`src/rtl/mmio_timer.sv`:
```
// Purpose : memory-mapped interval timer (CTRL/LOAD/COUNT/STATUS) with level irq.
// Latency : reads are combinational; writes and counting update on the next rising clk.
// Backpr. : none -- every bus access completes in the cycle it is presented.
//
// Ports:
//   clk, rstn        CPU clock, asynchronous active-low reset
//   addr, wdata      CPU data-bus address and write data (shared with data memory)
//   mem_w            write strobe, qualified internally by hit
//   rdata, hit       read data (0 when not hit) and window-hit flag for the top-level mux
//   irq              level interrupt = PEND & IE, driven from flops only
//
// Optional feature: define MMIO_TIMER_PRESCALE_EN to add the CTRL[8 +: PRESCALE_W]
// prescaler; without it the timer ticks every cycle and those CTRL bits read 0.
module mmio_timer #(
   parameter logic [31:0] BASE_ADDR  = 32'hFFFF_0000,
   parameter int          PRESCALE_W = 8
) (
   input  logic        clk,
   input  logic        rstn,
   input  logic [31:0] addr,
   input  logic [31:0] wdata,
   input  logic        mem_w,
   output logic [31:0] rdata,
   output logic        hit,
   output logic        irq
);

   localparam logic [1:0] REG_CTRL   = 2'd0;
   localparam logic [1:0] REG_LOAD   = 2'd1;
   localparam logic [1:0] REG_COUNT  = 2'd2;
   localparam logic [1:0] REG_STATUS = 2'd3;

   // The prescale field must fit in CTRL above the three flag bits' byte.
   if (PRESCALE_W < 1 || PRESCALE_W > 24) begin : g_bad_prescale_w
      $error("mmio_timer: PRESCALE_W must be in 1..24");
   end

   logic        en_q, en_d;
   logic        reload_q, reload_d;
   logic        ie_q, ie_d;
   logic [31:0] load_q, load_d;
   logic [31:0] count_q, count_d;
   logic        pend_q, pend_d;

   logic        wr_en, wr_ctrl, wr_load, wr_count, wr_status;
   logic        en_rise, stop_wr, running, tick, expire;
   logic [31:0] psc_field;

   // ------------------------------------------------------------------
   // Bus decode
   // ------------------------------------------------------------------
   assign hit       = (addr[31:4] == BASE_ADDR[31:4]);
   assign wr_en     = hit & mem_w;
   assign wr_ctrl   = wr_en & (addr[3:2] == REG_CTRL);
   assign wr_load   = wr_en & (addr[3:2] == REG_LOAD);
   assign wr_count  = wr_en & (addr[3:2] == REG_COUNT);
   assign wr_status = wr_en & (addr[3:2] == REG_STATUS);

   assign en_rise = wr_ctrl & wdata[0] & ~en_q;
   // A CTRL write clearing EN freezes COUNT this cycle, pre-empting any
   // decrement or one-shot expiry that would otherwise happen.
   assign stop_wr = wr_ctrl & ~wdata[0];
   assign running = en_q & (count_q != 32'd0) & ~stop_wr;
   assign expire  = running & tick & (count_q == 32'd1);

   // ------------------------------------------------------------------
   // Tick generation
   // ------------------------------------------------------------------
`ifdef MMIO_TIMER_PRESCALE_EN
   logic [PRESCALE_W-1:0] psc_q, psc_d;
   logic [PRESCALE_W-1:0] pcnt_q, pcnt_d;

   assign tick      = (pcnt_q == psc_q);
   assign psc_field = 32'(psc_q) << 8;

   always_comb begin
      psc_d  = psc_q;
      pcnt_d = pcnt_q;
      if (wr_ctrl) begin
         psc_d = wdata[8 +: PRESCALE_W];
      end
      // Prescaler restarts on the enable edge so the first period is full.
      if (en_rise) begin
         pcnt_d = '0;
      end else if (en_q) begin
         pcnt_d = tick ? '0 : pcnt_q + PRESCALE_W'(1);
      end
   end

   always_ff @(posedge clk or negedge rstn) begin
      if (!rstn) begin
         psc_q  <= '0;
         pcnt_q <= '0;
      end else begin
         psc_q  <= psc_d;
         pcnt_q <= pcnt_d;
      end
   end
`else
   assign tick      = 1'b1;
   assign psc_field = 32'h0;
`endif

   // ------------------------------------------------------------------
   // Register next-state. Later assignments carry higher priority:
   // bus writes beat counting, expiry beats the W1C clear.
   // ------------------------------------------------------------------
   always_comb begin
      en_d     = en_q;
      reload_d = reload_q;
      ie_d     = ie_q;
      load_d   = load_q;
      count_d  = count_q;
      pend_d   = pend_q;

      if (wr_load) begin
         load_d = wdata;
      end

      if (running && tick) begin
         if (count_q == 32'd1) begin
            if (reload_q) begin
               // load_d so a LOAD write in the same cycle takes effect.
               count_d = load_d;
            end else begin
               count_d = 32'd0;
               en_d    = 1'b0;
            end
         end else begin
            count_d = count_q - 32'd1;
         end
      end

      if (wr_ctrl) begin
         en_d     = wdata[0];
         reload_d = wdata[1];
         ie_d     = wdata[2];
      end

      if (en_rise) begin
         count_d = load_q;
      end

      if (wr_count) begin
         count_d = wdata;
      end

      if (wr_status && wdata[0]) begin
         pend_d = 1'b0;
      end
      if (expire) begin
         pend_d = 1'b1;
      end
   end

   always_ff @(posedge clk or negedge rstn) begin
      if (!rstn) begin
         en_q     <= 1'b0;
         reload_q <= 1'b0;
         ie_q     <= 1'b0;
         load_q   <= 32'h0;
         count_q  <= 32'h0;
         pend_q   <= 1'b0;
      end else begin
         en_q     <= en_d;
         reload_q <= reload_d;
         ie_q     <= ie_d;
         load_q   <= load_d;
         count_q  <= count_d;
         pend_q   <= pend_d;
      end
   end

   // ------------------------------------------------------------------
   // Read mux and interrupt
   // ------------------------------------------------------------------
   always_comb begin
      rdata = 32'h0;
      if (hit) begin
         unique case (addr[3:2])
            REG_CTRL:   rdata = psc_field | {29'h0, ie_q, reload_q, en_q};
            REG_LOAD:   rdata = load_q;
            REG_COUNT:  rdata = count_q;
            REG_STATUS: rdata = {31'h0, pend_q};
            default:    rdata = 32'h0;
         endcase
      end
   end

   assign irq = pend_q & ie_q;

   // Byte offset and unmapped CTRL/STATUS write bits are intentionally ignored.
   logic unused_bits;
   assign unused_bits = ^{addr[1:0], wdata};

endmodule

```
`config.mk`:
```
export PLATFORM = sky130hd
export DESIGN_NAME = mmio_timer
export DESIGN_NICKNAME = d
export VERILOG_FILES = /design/src/rtl/mmio_timer.sv
export SDC_FILE = /design/constraint.sdc
export NUM_CORES = 1
export LEC_CHECK = 0
export ABC_AREA = 1
export CORE_MARGIN = 2
export CORE_UTILIZATION = 55
export DETAILED_ROUTE_END_ITERATION = 12
export DONT_BUFFER_PORTS = 1
export GPL_TIMING_DRIVEN = 1
export PLACE_DENSITY = 0.77
export SETUP_SLACK_MARGIN = 0.1
export SLEW_MARGIN = 5
export SYNTH_ARGS = -nofsm -noshare
export SYNTH_HDL_FRONTEND = slang
export SYNTH_SLANG_ARGS = --single-unit
```
`constraint.sdc`:
```
create_clock -name clk -period 3.2 [get_ports clk]
set_input_delay 0.64 -clock clk [delete_from_list [all_inputs] [get_ports clk]]
set_output_delay 0.64 -clock clk [all_outputs]
set_load 0.02 [all_outputs]
```
==> impl_metrics.ini, run 1 <==
[clock_tree]
cts_resized = 0
clockBufferDepth = 2
root_buffer = clkbuf_8
htree_levels = 3
cts_tree = yes
clk_latency_ns = 0.37
cts_setup_buffers = 0
cts_inserted_buffers = 9
clock_sinks = 68
clkTransAtPathRegs_ns = 0.08

[placed_design]
postPlaceCellArea_um2 = 6156
dp_slack_ns = 0.4767
gp_congestion = 0.9366
port-buffer-count = 0
dpl.hpwl_um = 11050

[route]
ant_nets = 0
via_per_inst = 5.331
drt_first_pass_iters = 5
vias = 5965
routed_wl_um = 15850
avgRoutedWirePerCell_um = 14.16
initialDrtViolationCount = 448
drc = 0

[logic_synthesis]
yosys.area.top_type = dfrtp_1
synth.avg_cell_area_um2 = 6.032
synthCells = 956
synthArstFlopShare = 1.000
ys_types = 35
yosysTopAreaCellShare = 0.2951
synth_area_um2 = 5767
syn-num-nets = 1026
ys_seq_area_frac = 0.2951
yosysWarnings = 0
synth-edff-count = 0
synthTopCellsByCount = nand2_1 (279), nor2_1 (205), inv_1 (122)
synth_seq_cells = 68
synth.top_cells.by_area = dfrtp_1 (30%), nand2_1 (18%), nor2_1 (13%), inv_1 (7.9%), nand3_1 (4.3%)
synth_flop_cell = dfrtp_1
yosys.cell_count.top_type = nand2_1

[sta]
setup_tns_ns = 0
rsz0062_at_grt = no
whs_ns = 0.1483
fin_ws_ns = 0.4702
worst_pin_slew_ns = 0.6906
period_needed_ns = 2.730
hold_viol = 0
slew_headroom = 0.5361
timing.final.crit_share = 0.8531
maxSlewViolCount = 0
fin_skew_ns = 0.01420
max_freq_mhz = 366.3
setup_violations = 0

[power]
swShare = 0.2402
p_int_mw = 1.304
leakagePower_nw = 3.207
p_comb_frac = 0.051
clock_power_share = 0.449
max-vdd-ir-drop_v = 0.0001704
power_density_nw_per_um2 = 268.8
power.switching_mw = 0.4123
p_seq_frac = 0.500
power_mw = 1.717

[min_path]
hold_path.class = input pin to asynchronous set/reset pin

[flow_run]
max_cap_viol_count = 0

[layout]
syn_to_final_growth_pct = 10.74
diodes = 0
nFillCells = 1026
drive_above_1_share = 0.09868
final_cell_area_um2 = 6386
nets = 1049

[run_status]
status = completed

[setup_path]
criticalPathCategory = input pin to primary output
critPathLaunchType = input pin
crit_chain = nor2_1, nor2b_1, nand3_1, nor2_4, inv_1, buf_4, a221oi_1, buf_4
worstReg2RegStart = count_q[0]
path_delay_family = simple AND/OR/NAND/NOR gates
reg2reg_depth = 10
crit_fanout = 17
cp-end-kind = primary output
worst_path_most_repeated_cell = buf_4
arrival_ns = 2.09
r2r-end = count_q[30]
crit_required_ns = 2.56
max_stage_delay_ns = 0.27
path_buf_inv = 3
slowest_stage = nor2_4
r2r_slack_ns = 0.82

[global_route]
grt_max_degree = 87
grt_use_total = 0.2922
grt_pass1_vias = 5577
grt-ovfl-total = 0
antenna_found_initial = 0
grt_pass1_wl_um = 26320

[floorplanning]
die-width_um = 106.4
die_y_um = 106.4
num_io_pins = 101
coreArea_um2 = 10230
rows = 37
start_util = 0.5637
dieArea_um2 = 11320
-- flip-flops by register name, summed over array words and instances (netlist names) --
signal	flops
count_q	32
load_q	32
en_q	1
ie_q	1
pend_q	1
reload_q	1
-- routing by layer --
metal,wire (um),part of all wire,GRT usage,vias up
met1,6912,0.44,0.3812,2709
met3,1127,0.071,0.05150,28
met4,276,0.017,0.1062,0
li1,-,-,-,3024
met5,0,0,0,-
met2,7531,0.48,0.4853,204
-- through the flow --
step	std cells	utilization
floorplan	956	-
global route	1119	0.6242
CTS	1119	0.6242
detailed placement	1103	0.6017
finish	1119	0.6242
global placement	1103	0.6017
-- worst register-to-register path, cell delays in order, from the launching register on --
cell and delay (ns):
dfrtp_1 0.41, inv_1 0.17, ha_1 0.31, nand2_1 0.15, nor3_1 0.57, nand4_1 0.20, xor2_1 0.19, nand2_1 0.08
nand3_1 0.08, nand2_1 0.07, nand2_1 0.04
-- layout make-up --
cell class	instances	area, um^2	share of cell area
Clock buffer	14	172.7	0.02704
Clock inverter	1	30.03	0.004702
Inverter	126	473.0	0.07406
Multi-Input combinational cell	723	3411	0.5341
Sequential cell	68	1702	0.2665
Tap cell	136	170.2	0.02665
Timing Repair Buffer	51	427.9	0.06701
-- worst max-delay path by stage --
stage                  start         to  slack [ns]  depth (start not counted)
floorplan           addr[15]   rdata[2]        0.57                          7
global placement    addr[15]   rdata[1]        0.48                          8
detailed placement  addr[15]   rdata[1]        0.48                          8
CTS                 addr[15]   rdata[1]        0.47                          8
global route        addr[15]  rdata[31]        0.40                          8
finish              addr[15]   rdata[0]        0.47                          8
-- power groups by stage --
stage | Sequential [mW] | Combinational, mW | Clock, mW
floorplan | 0.876 | 0.0507 | 0
global placement | 0.876 | 0.0646 | 0
detailed placement | 0.876 | 0.0653 | 0
CTS | 0.859 | 0.0880 | 0.778
global route | 0.858 | 0.100 | 0.826
finish | 0.859 | 0.0876 | 0.771
-- cells in the final DEF, fill, tap and decap left out, drive strengths merged --
cell type,synthesis,routed
a21oi,33,33
a221oi,2,2
a31oi,1,1
and2,4,4
buf,16,51
bufinv,0,1
clkbuf,23,14
clkinv,2,2
dfrtp,68,68
ha,3,3
inv,124,124
nand2,282,282
nand3,52,52
nand3b,1,1
nand4,25,25
nor2,227,227
nor2b,1,1
nor3,3,3
nor3b,3,3
o211ai,26,26
o21a,27,27
o21ai,6,6
o41ai,1,1
xnor2,3,3
xor2,23,23
-- kinds of logic after synthesis --
family / after synthesis / synth area share
AOI/OAI and AO/OA: 96 / 0.1085
xor gates and xnor gates: 26 / 0.03949
adders and majority gates: 3 / 0.006510
buffers and inverters: 165 / 0.1148
DFF: 68 / 0.2951
and+or+nand+nor: 598 / 0.4357
-- timing repair --
action	in CTS	in global routing
setup endpoints to repair	0	0
hold endpoints to repair	68	0
hold buffers	1	0
Power figures use the tool's default switching activity.
==> run 2: changes to the inputs <==
--- a/config.mk
+++ b/config.mk
@@ -10,6 +10,7 @@
 export CORE_UTILIZATION = 55
 export DETAILED_ROUTE_END_ITERATION = 12
 export DONT_BUFFER_PORTS = 1
+export GPL_ROUTABILITY_DRIVEN = 0
 export GPL_TIMING_DRIVEN = 1
 export PLACE_DENSITY = 0.77
 export SETUP_SLACK_MARGIN = 0.1
==> results of run 2 <==
The final DEF is identical to that of run 1; final timing and power are the same.
==> run 3: changes to the inputs <==
--- a/config.mk
+++ b/config.mk
@@ -6,7 +6,7 @@
 export NUM_CORES = 1
 export LEC_CHECK = 0
 export ABC_AREA = 1
-export CORE_MARGIN = 2
+export CORE_MARGIN = 4
 export CORE_UTILIZATION = 55
 export DETAILED_ROUTE_END_ITERATION = 12
 export DONT_BUFFER_PORTS = 1
==> run 3 against run 2 <==
Compared with the run above:
- critical path depth unchanged
- die area increased by 7.7%
- clock skew increased by 0.0010 ns
- final area decreased by 0.20%
- first-iteration DRC count decreased by 11%
- clock power decreased by 2%
- clock-buffer cell count decreased by 2
- total power decreased by 1.0%
- via count increased by 0.62%
- sequential share of layout area increased by 0.052 points
- setup slack improved by 0.014 ns
- utilization decreased by 0.40 points
==> impl_metrics.ini, run 3 (synthesis gave the netlist of run 1 again) <==
[run_status]
status = completed

[clock_tree]
ctsHoldBuffers = 1
root_buffer = clkbuf_8
cts_tree = yes
clockBufferDepth = 2
clk_latency_ns = 0.37
cts_inserted_buffers = 9
htree_levels = 3
clock_sinks = 68
clkTransAtPathRegs_ns = 0.08
cts_setup_buffers = 0
cts_resized = 0

[setup_path]
cp-end-kind = primary output
critPathLaunchType = input pin
criticalPathCategory = input pin to primary output
crit_fanout = 15
arrival_ns = 2.08
max_stage_delay_ns = 0.31
worst_path_most_repeated_cell = buf_4
crit_required_ns = 2.56
slowest_stage = a221oi_1
crit_chain = nor2_1, nor2b_1, nand3_1, nor2_4, inv_1, buf_4, a221oi_1, buf_4

[layout]
syn_to_final_growth_pct = 10.52
fin_util = 0.6202
diodes = 0
drive_above_1_share = 0.1006
nFillCells = 1041
largestRegisters = count_q x32, load_q x32
final_common_cell = nand2_1
layout_common_cells = nand2_1 (279), nor2_1 (202), inv_1 (122)
nets = 1049

[global_route]
grt_pass1_wl_um = 26050
antenna_found_initial = 0
grt_max_degree = 69
grt_use_total = 0.2723
grt_pass1_vias = 5463
grt-ovfl-total = 0

[sta]
timing.final.crit_share = 0.8487
hold_viol = 0
maxSlewViolCount = 0
rsz0062_at_grt = no
setup_tns_ns = 0
whs_ns = 0.1454
max_freq_mhz = 368.2
fin_ws_ns = 0.4843
worst_pin_slew_ns = 0.6842
fin_skew_ns = 0.01524
setup_violations = 0
period_needed_ns = 2.716
slew_headroom = 0.5404

[route]
routed_wl_um = 16010
vias = 6002
drc = 0
initialDrtViolationCount = 398
via_per_inst = 5.359
ant_nets = 0
drt_first_pass_iters = 5
avgRoutedWirePerCell_um = 14.30

[placed_design]
dp_slack_ns = 0.3208
dpl.hpwl_um = 11260
port-buffer-count = 0

[floorplanning]
coreArea_um2 = 10280
num_io_pins = 101
die-width_um = 110.4
die_y_um = 110.4
rows = 37
dieArea_um2 = 12190
start_util = 0.5611

[power]
power_density_nw_per_um2 = 266.6
max-vdd-ir-drop_v = 0.0002483
power_mw = 1.699
leakagePower_nw = 3.201

[flow_run]
max_cap_viol_count = 0

[min_path]
hold_path.class = input pin to asynchronous set/reset pin
-- run 3: changes by cell type in the layout (fill, tap and decap cells not counted) --
cell        delta
buf_4          +1
clkinv_2       +2
clkinvlp_4     +1
clkbuf_8       -1
buf_12         -1
clkbuf_1       -1
-- run 3: routing by layer --
metal | routed length (um) | global-route usage | vias to the layer above
met5 | 0 | 0 | -
met4 | 371 | 0.1143 | 0
met3 | 1312 | 0.04543 | 34
met2 | 7370 | 0.4441 | 234
met1 | 6959 | 0.3581 | 2709
li1 | - | - | 3025
-- run 3: path summary, 6_finish.rpt --
kind	from	end	slack (ns)	cells after the start
worst max-delay path	addr[15]	rdata[1]	0.48	8
worst min-delay path	rstn	load_q[27]	0.15	1
worst max register to register	count_q[8]	count_q[23]	0.70	13
worst min register to register	ie_q	ie_q	0.51	2
max in group asynchronous	rstn	load_q[3]	2.71	1
min in group clk	wdata[13]	load_q[13]	0.40	1
-- run 3: area by class of cell --
cell class                      instances  area [um^2]  area share
Multi-Input combinational cell        723         3411      0.5351
Tap cell                              136        170.2     0.02670
Sequential cell                        68         1702      0.2670
Timing Repair Buffer                   51        415.4     0.06517
Clock buffer                           12        155.1     0.02434
Clock inverter                          4        47.55    0.007460
Inverter                              126        473.0     0.07421
-- run 3: stage by stage --
stage	instance area, um^2	std cells
2_1_floorplan	5767	956
3_3_place_gp	6143	1103
3_5_place_dp	6143	1103
4_1_cts	6374	1120
5_1_grt	6374	1120
6_report	6374	1120
-- run 3: report_power, final --
part	leakage (nW)	switching (mW)	total, mW	internal [mW]
combinational	2.47	0.0624	0.0862	0.0238
clock	0.102	0.354	0.754	0.400
sequential	0.631	0.000000400	0.859	0.859
total	3.20	0.416	1.70	1.28
-- run 3: worst max-delay path: cells and delay by family --
kind                   cells  cell delay (ns)
and+or+nand+nor            4             0.63
buffers and inverters      3             0.50
AOI/OAI and AO/OA          1             0.31
